File: src/rtl/mac_sequencer.sv
// Sequences one MAC PE job: fetch len operand pairs, flush the PE, capture and hand off the result.
// Optional build macro MAC_SEQ_RELU_EN applies a ReLU to the captured result.
module mac_sequencer #(
    parameter int DATA_W = 16,
    parameter int ADDR_W = 10,
    parameter int LEN_W  = 12
) (
    input  logic              clk,
    input  logic              rst,
    input  logic              start_valid,
    output logic              start_ready,
    input  logic [LEN_W-1:0]  start_len,
    input  logic [ADDR_W-1:0] start_base_a,
    input  logic [ADDR_W-1:0] start_base_b,
    output logic              rd_en,
    output logic [ADDR_W-1:0] rd_addr_a,
    output logic [ADDR_W-1:0] rd_addr_b,
    input  logic [DATA_W-1:0] rd_data_a,
    input  logic [DATA_W-1:0] rd_data_b,
    output logic [DATA_W-1:0] mac_inputa,
    output logic [DATA_W-1:0] mac_inputb,
    output logic              mac_output_en,
    input  logic [DATA_W-1:0] mac_result,
    output logic              res_valid,
    input  logic              res_ready,
    output logic [DATA_W-1:0] res_data,
    output logic              busy
);

    typedef enum logic [2:0] {
        S_INIT,
        S_IDLE,
        S_FETCH,
        S_DRAIN,
        S_FLUSH,
        S_CAPTURE,
        S_HOLD
    } state_t;

    state_t              state_reg, state_next;
    logic [LEN_W-1:0]    len_reg;
    logic [LEN_W-1:0]    k_reg;
    logic [ADDR_W-1:0]   base_a_reg;
    logic [ADDR_W-1:0]   base_b_reg;
    logic                drain_cnt_reg;
    logic                rd_pend_reg;
    logic [DATA_W-1:0]   inputa_reg;
    logic [DATA_W-1:0]   inputb_reg;
    logic                out_en_reg;
    logic                res_valid_reg;
    logic [DATA_W-1:0]   res_data_reg;
    logic                busy_reg;
    logic [DATA_W-1:0]   res_capture;

`ifdef MAC_SEQ_RELU_EN
    // Negative two's-complement results are clamped to zero bit by bit.
    genvar gi;
    generate
        for (gi = 0; gi < DATA_W; gi++) begin : g_relu
            assign res_capture[gi] = mac_result[gi] & ~mac_result[DATA_W-1];
        end
    endgenerate
`else
    assign res_capture = mac_result;
`endif

    always_comb begin
        state_next = state_reg;
        case (state_reg)
            S_INIT:    if (out_en_reg) state_next = S_IDLE;
            S_IDLE:    if (start_valid) state_next = (start_len == '0) ? S_DRAIN : S_FETCH;
            S_FETCH:   if (k_reg == len_reg - LEN_W'(1)) state_next = S_DRAIN;
            S_DRAIN:   if (drain_cnt_reg) state_next = S_FLUSH;
            S_FLUSH:   state_next = S_CAPTURE;
            S_CAPTURE: state_next = S_HOLD;
            S_HOLD:    if (res_ready) state_next = S_IDLE;
            default:   state_next = S_INIT;
        endcase
    end

    always_ff @(posedge clk) begin
        if (rst) begin
            state_reg     <= S_INIT;
            len_reg       <= '0;
            k_reg         <= '0;
            base_a_reg    <= '0;
            base_b_reg    <= '0;
            drain_cnt_reg <= 1'b0;
            rd_pend_reg   <= 1'b0;
            inputa_reg    <= '0;
            inputb_reg    <= '0;
            out_en_reg    <= 1'b0;
            res_valid_reg <= 1'b0;
            res_data_reg  <= '0;
            busy_reg      <= 1'b0;
        end else begin
            state_reg <= state_next;
            if (state_reg == S_IDLE && start_valid) begin
                len_reg    <= start_len;
                base_a_reg <= start_base_a;
                base_b_reg <= start_base_b;
                k_reg      <= '0;
            end else if (state_reg == S_FETCH) begin
                k_reg <= k_reg + LEN_W'(1);
            end
            drain_cnt_reg <= (state_reg == S_DRAIN) ? ~drain_cnt_reg : 1'b0;
            // Buffer data arrives one cycle after the strobe; anything else feeds zeros to the PE.
            rd_pend_reg <= (state_reg == S_FETCH);
            inputa_reg  <= rd_pend_reg ? rd_data_a : '0;
            inputb_reg  <= rd_pend_reg ? rd_data_b : '0;
            // INIT spends its first cycle arming the stale-sum clear, its second issuing it.
            out_en_reg    <= (state_reg == S_INIT && !out_en_reg) || (state_next == S_FLUSH);
            res_valid_reg <= (state_next == S_HOLD);
            busy_reg      <= (state_next != S_IDLE);
            if (state_reg == S_CAPTURE) res_data_reg <= res_capture;
        end
    end

    assign start_ready   = (state_reg == S_IDLE);
    assign rd_en         = (state_reg == S_FETCH);
    assign rd_addr_a     = rd_en ? base_a_reg + ADDR_W'(k_reg) : '0;
    assign rd_addr_b     = rd_en ? base_b_reg + ADDR_W'(k_reg) : '0;
    assign mac_inputa    = inputa_reg;
    assign mac_inputb    = inputb_reg;
    assign mac_output_en = out_en_reg;
    assign res_valid     = res_valid_reg;
    assign res_data      = res_data_reg;
    assign busy          = busy_reg;

endmodule

File: config.mk
export PLATFORM = sky130hd
export DESIGN_NAME = mac_sequencer
export DESIGN_NICKNAME = d
export VERILOG_FILES = /design/src/rtl/mac_sequencer.sv
export SDC_FILE = /design/constraint.sdc
export NUM_CORES = 1
export LEC_CHECK = 0
export BUFFER_PORTS_ARGS = -buffer_cell sky130_fd_sc_hd__clkbuf_2
export CAP_MARGIN = 20
export CELL_PAD_IN_SITES_DETAIL_PLACEMENT = 1
export CELL_PAD_IN_SITES_GLOBAL_PLACEMENT = 1
export CORE_ASPECT_RATIO = 0.9
export CORE_MARGIN = 2
export CORE_UTILIZATION = 36
export CTS_CLUSTER_DIAMETER = 120
export DETAILED_ROUTE_END_ITERATION = 7
export GPL_ROUTABILITY_DRIVEN = 0
export PLACE_DENSITY = 0.79
export SKIP_CTS_REPAIR_TIMING = 1
export SLEW_MARGIN = 20
export SYNTH_ARGS = -nofsm -noshare
export SYNTH_HDL_FRONTEND = slang
export SYNTH_SLANG_ARGS = --single-unit
export TNS_END_PERCENT = 1
File: constraint.sdc
create_clock -name clk -period 3 [get_ports clk]
set_input_delay 0.3 -clock clk [delete_from_list [all_inputs] [get_ports clk]]
set_output_delay 0.3 -clock clk [all_outputs]
set_load 0.02 [all_outputs]
==> flow_summary.toml <==
[outcome]
outcome = "finished, final reports clean"

[critical_path]
worstPathMaxFanout = 8
worstPathRequired_ps = 2700
crit_arrival_ps = 2600
crit_type = "register to output port"
start_kind = "register"
cp-end-kind = "output port"

[global_route]
grt_usage_pct = 20.0
grt_max_degree = 40
grt_pass1_wl_um = 21700
antenna_found_initial = 0
grt_pass1_vias = 4535
grt_overflow = 0

[synthesis]
seq_area_frac_synth_pct = 43.5
synth_xor_area_share_pct = 7.05
synthTopCellsByArea = "dfxtp_1 44%, nand2_1 9.2%, a21oi_1 7.7%, ha_1 5.4%, and2_1 5.0%"
synth_seq_cells = 100
ys_types = 52
syn_area_per_cell_um2 = 8.30
ys_warn_count = 0
ys.flop_type = "dfxtp_1"
synth_cells = 554
synth_top_area_cell = "dfxtp_1"
synth_nets = 660
synthAdderAreaFrac_pct = 6.31
synth_top_family_by_area = "simple AND/OR/NAND/NOR gates"
synth_edf_count = 0
ys_async_sr_fraction_pct = 0
synth_top_area_share_pct = 43.5
synthSimpleGateAreaFrac_pct = 24.6
synth_compound_area_share_pct = 14.6
synth.area.mux_share_pct = 0.218
syn_area_mm2 = 0.00460

[place]
io_buffers = 156
hpwl_um = 10600
dp_slack_ps = 19.5

[worst_hold_path]
worst_hold_path_type = "input pin to register"

[pwr]
pwr-share-clk_pct = 40.5
ir_drop_mv = 0.315
p_switching_mw = 0.783
p_leak_nw = 2.64
swShare_pct = 27.3
intPower_mw = 2.09
p_per_area_mw_per_mm2 = 490
seqPwrFrac_pct = 48.4
power_frac_comb_pct = 11.0

[sta]
timing.fmax_mhz = 344
final_max_slew_viol_count = 0
min_period_ps = 2900
skew_ps = 10.1
grt_setup_unrepaired = "no"
finalCritPeriodShare_pct = 96.8
hold_viol = 0
worst_slew_pin_slew_ps = 1040
holdWs_ps = 157
setup_viol = 0
timing.final.ws_setup_ps = 96.4
slew_headroom_pct = 30.2
finalSetupTns_ps = 0

[floorplanning]
pin_count = 157
core_area_mm2 = 0.0126
dieWidth_um = 123
num_rows = 39
die_height_um = 111
die_area_mm2 = 0.0137
start_util_pct = 36.5

[clocking]
cts_tree = "done"
htreeDepth = 3
root_buffer = "clkbuf_16"
clk_pin_slew_worst_paths_ps = 70
cts.sinks = 100
cts_buffers = 9
insertion_delay_ps = 340
ctsLongestPathBuffers = 2

[layout]
drive_gt1_share_pct = 28.3
syn_to_final_growth_pct = 27.6
post-route-util_pct = 46.6
final_cell_mix = "156 x clkbuf_2, 113 x nand2_1, 96 x dfxtp_1"
layout_commonest_cell = "clkbuf_2"
nNetsFinal = 805
diodes = 0

[routing]
post_drt_via_cell_ratio = 4.96
drtPass1Iterations = 4
drtIter0Drc = 214
ant_nets = 0
drc_errors = 0
vias = 4301
drt-wirelength-per-cell_um = 15.8
wl_um = 13700

[run]
cap_violations = 0
-- worst max-delay path, cell delays in order (launching register included) --
cell and delay [ps]:
dfxtp_4 400, ha_1 310, a21o_1 180, a21oi_1 240
o21bai_1 160, a2111oi_1 460, o21ai_0 160, a21oi_1 160
clkbuf_2 190
-- cells in the mapped netlist (all sizes together) (3+ instances only) --
| master | n |
|---|---|
| nand2 | 113 |
| dfxtp | 100 |
| a21oi | 71 |
| and2 | 37 |
| nor2 | 37 |
| clkbuf | 20 |
| ha | 20 |
| xnor2 | 20 |
| xor2 | 17 |
| inv | 12 |
| nor3 | 10 |
| o21ai | 10 |
| buf | 9 |
| nand3 | 8 |
| a21o | 5 |
| nor4 | 5 |
| a2111oi | 4 |
| nand4 | 4 |
| o21bai | 4 |
| or3 | 4 |
| a31oi | 3 |
| nor2b | 3 |
| nor3b | 3 |
| or2 | 3 |
-- power by group through the flow --
| stage | Combinational (mW) | Clock, mW | Sequential, mW |
|---|---|---|---|
| after floorplan | 0.191 | 0 | 1.42 |
| after global placement | 0.304 | 0 | 1.42 |
| after detailed placement | 0.316 | 0 | 1.42 |
| after CTS | 0.319 | 1.20 | 1.39 |
| after global routing | 0.354 | 1.25 | 1.40 |
| final | 0.317 | 1.16 | 1.39 |
-- final cells by class --
| cell class | count | area, um2 |
|---|---|---|
| repair buffers | 163 | 833 |
| flip-flops and latches | 100 | 2010 |
| multi-input cells | 413 | 2460 |
| clock inverters | 7 | 83.8 |
| well taps | 164 | 205 |
| fillers | 1595 | 6720 |
| clock buffers | 9 | 225 |
| inverters | 12 | 45.0 |
-- path summary, 6_finish.rpt --
path / startpoint / endpoint / slack (ps) / cells after the start
max: k_reg[1]$_SDFFE_PP0P_ / rd_addr_b[7] / 100 / 8
min: rd_data_b[6] / mac_inputb[6]$_SDFF_PP0_ / 160 / 2
max reg2reg: state_reg[2]$_SDFF_PP0_ / state_reg[0]$_SDFF_PP0_ / 600 / 6
min reg2reg: res_data[12]$_SDFFE_PP0P_ / res_data[12]$_SDFFE_PP0P_ / 460 / 2
-- stage by stage --
stage / total power [mW] / std cells / instance area [um2]
floorplan: 1.61 / 554 / 4600
global placement: 1.72 / 852 / 5510
detailed placement: 1.74 / 852 / 5510
CTS: 2.91 / 868 / 5820
global route: 3.00 / 868 / 5870
finish: 2.87 / 868 / 5870
-- kinds of logic (layout without fill, tap and decap cells) --
logic type,after synthesis,in the layout
simple gates,239,239
compound gates,114,114
flops,100,100
buf+inv,41,191
xor+xnor,37,37
fa+ha+maj,22,22
mux,1,1
-- metal layers --
metal  track usage, %  vias up  wire length (um)
met5                0        -                 0
met4             3.71        0               163
met3             4.48       10               516
met2             35.4       85              6920
met1             24.7     2051              6080
li1                 -     2155                 -
(Power assumes the default switching activity.)
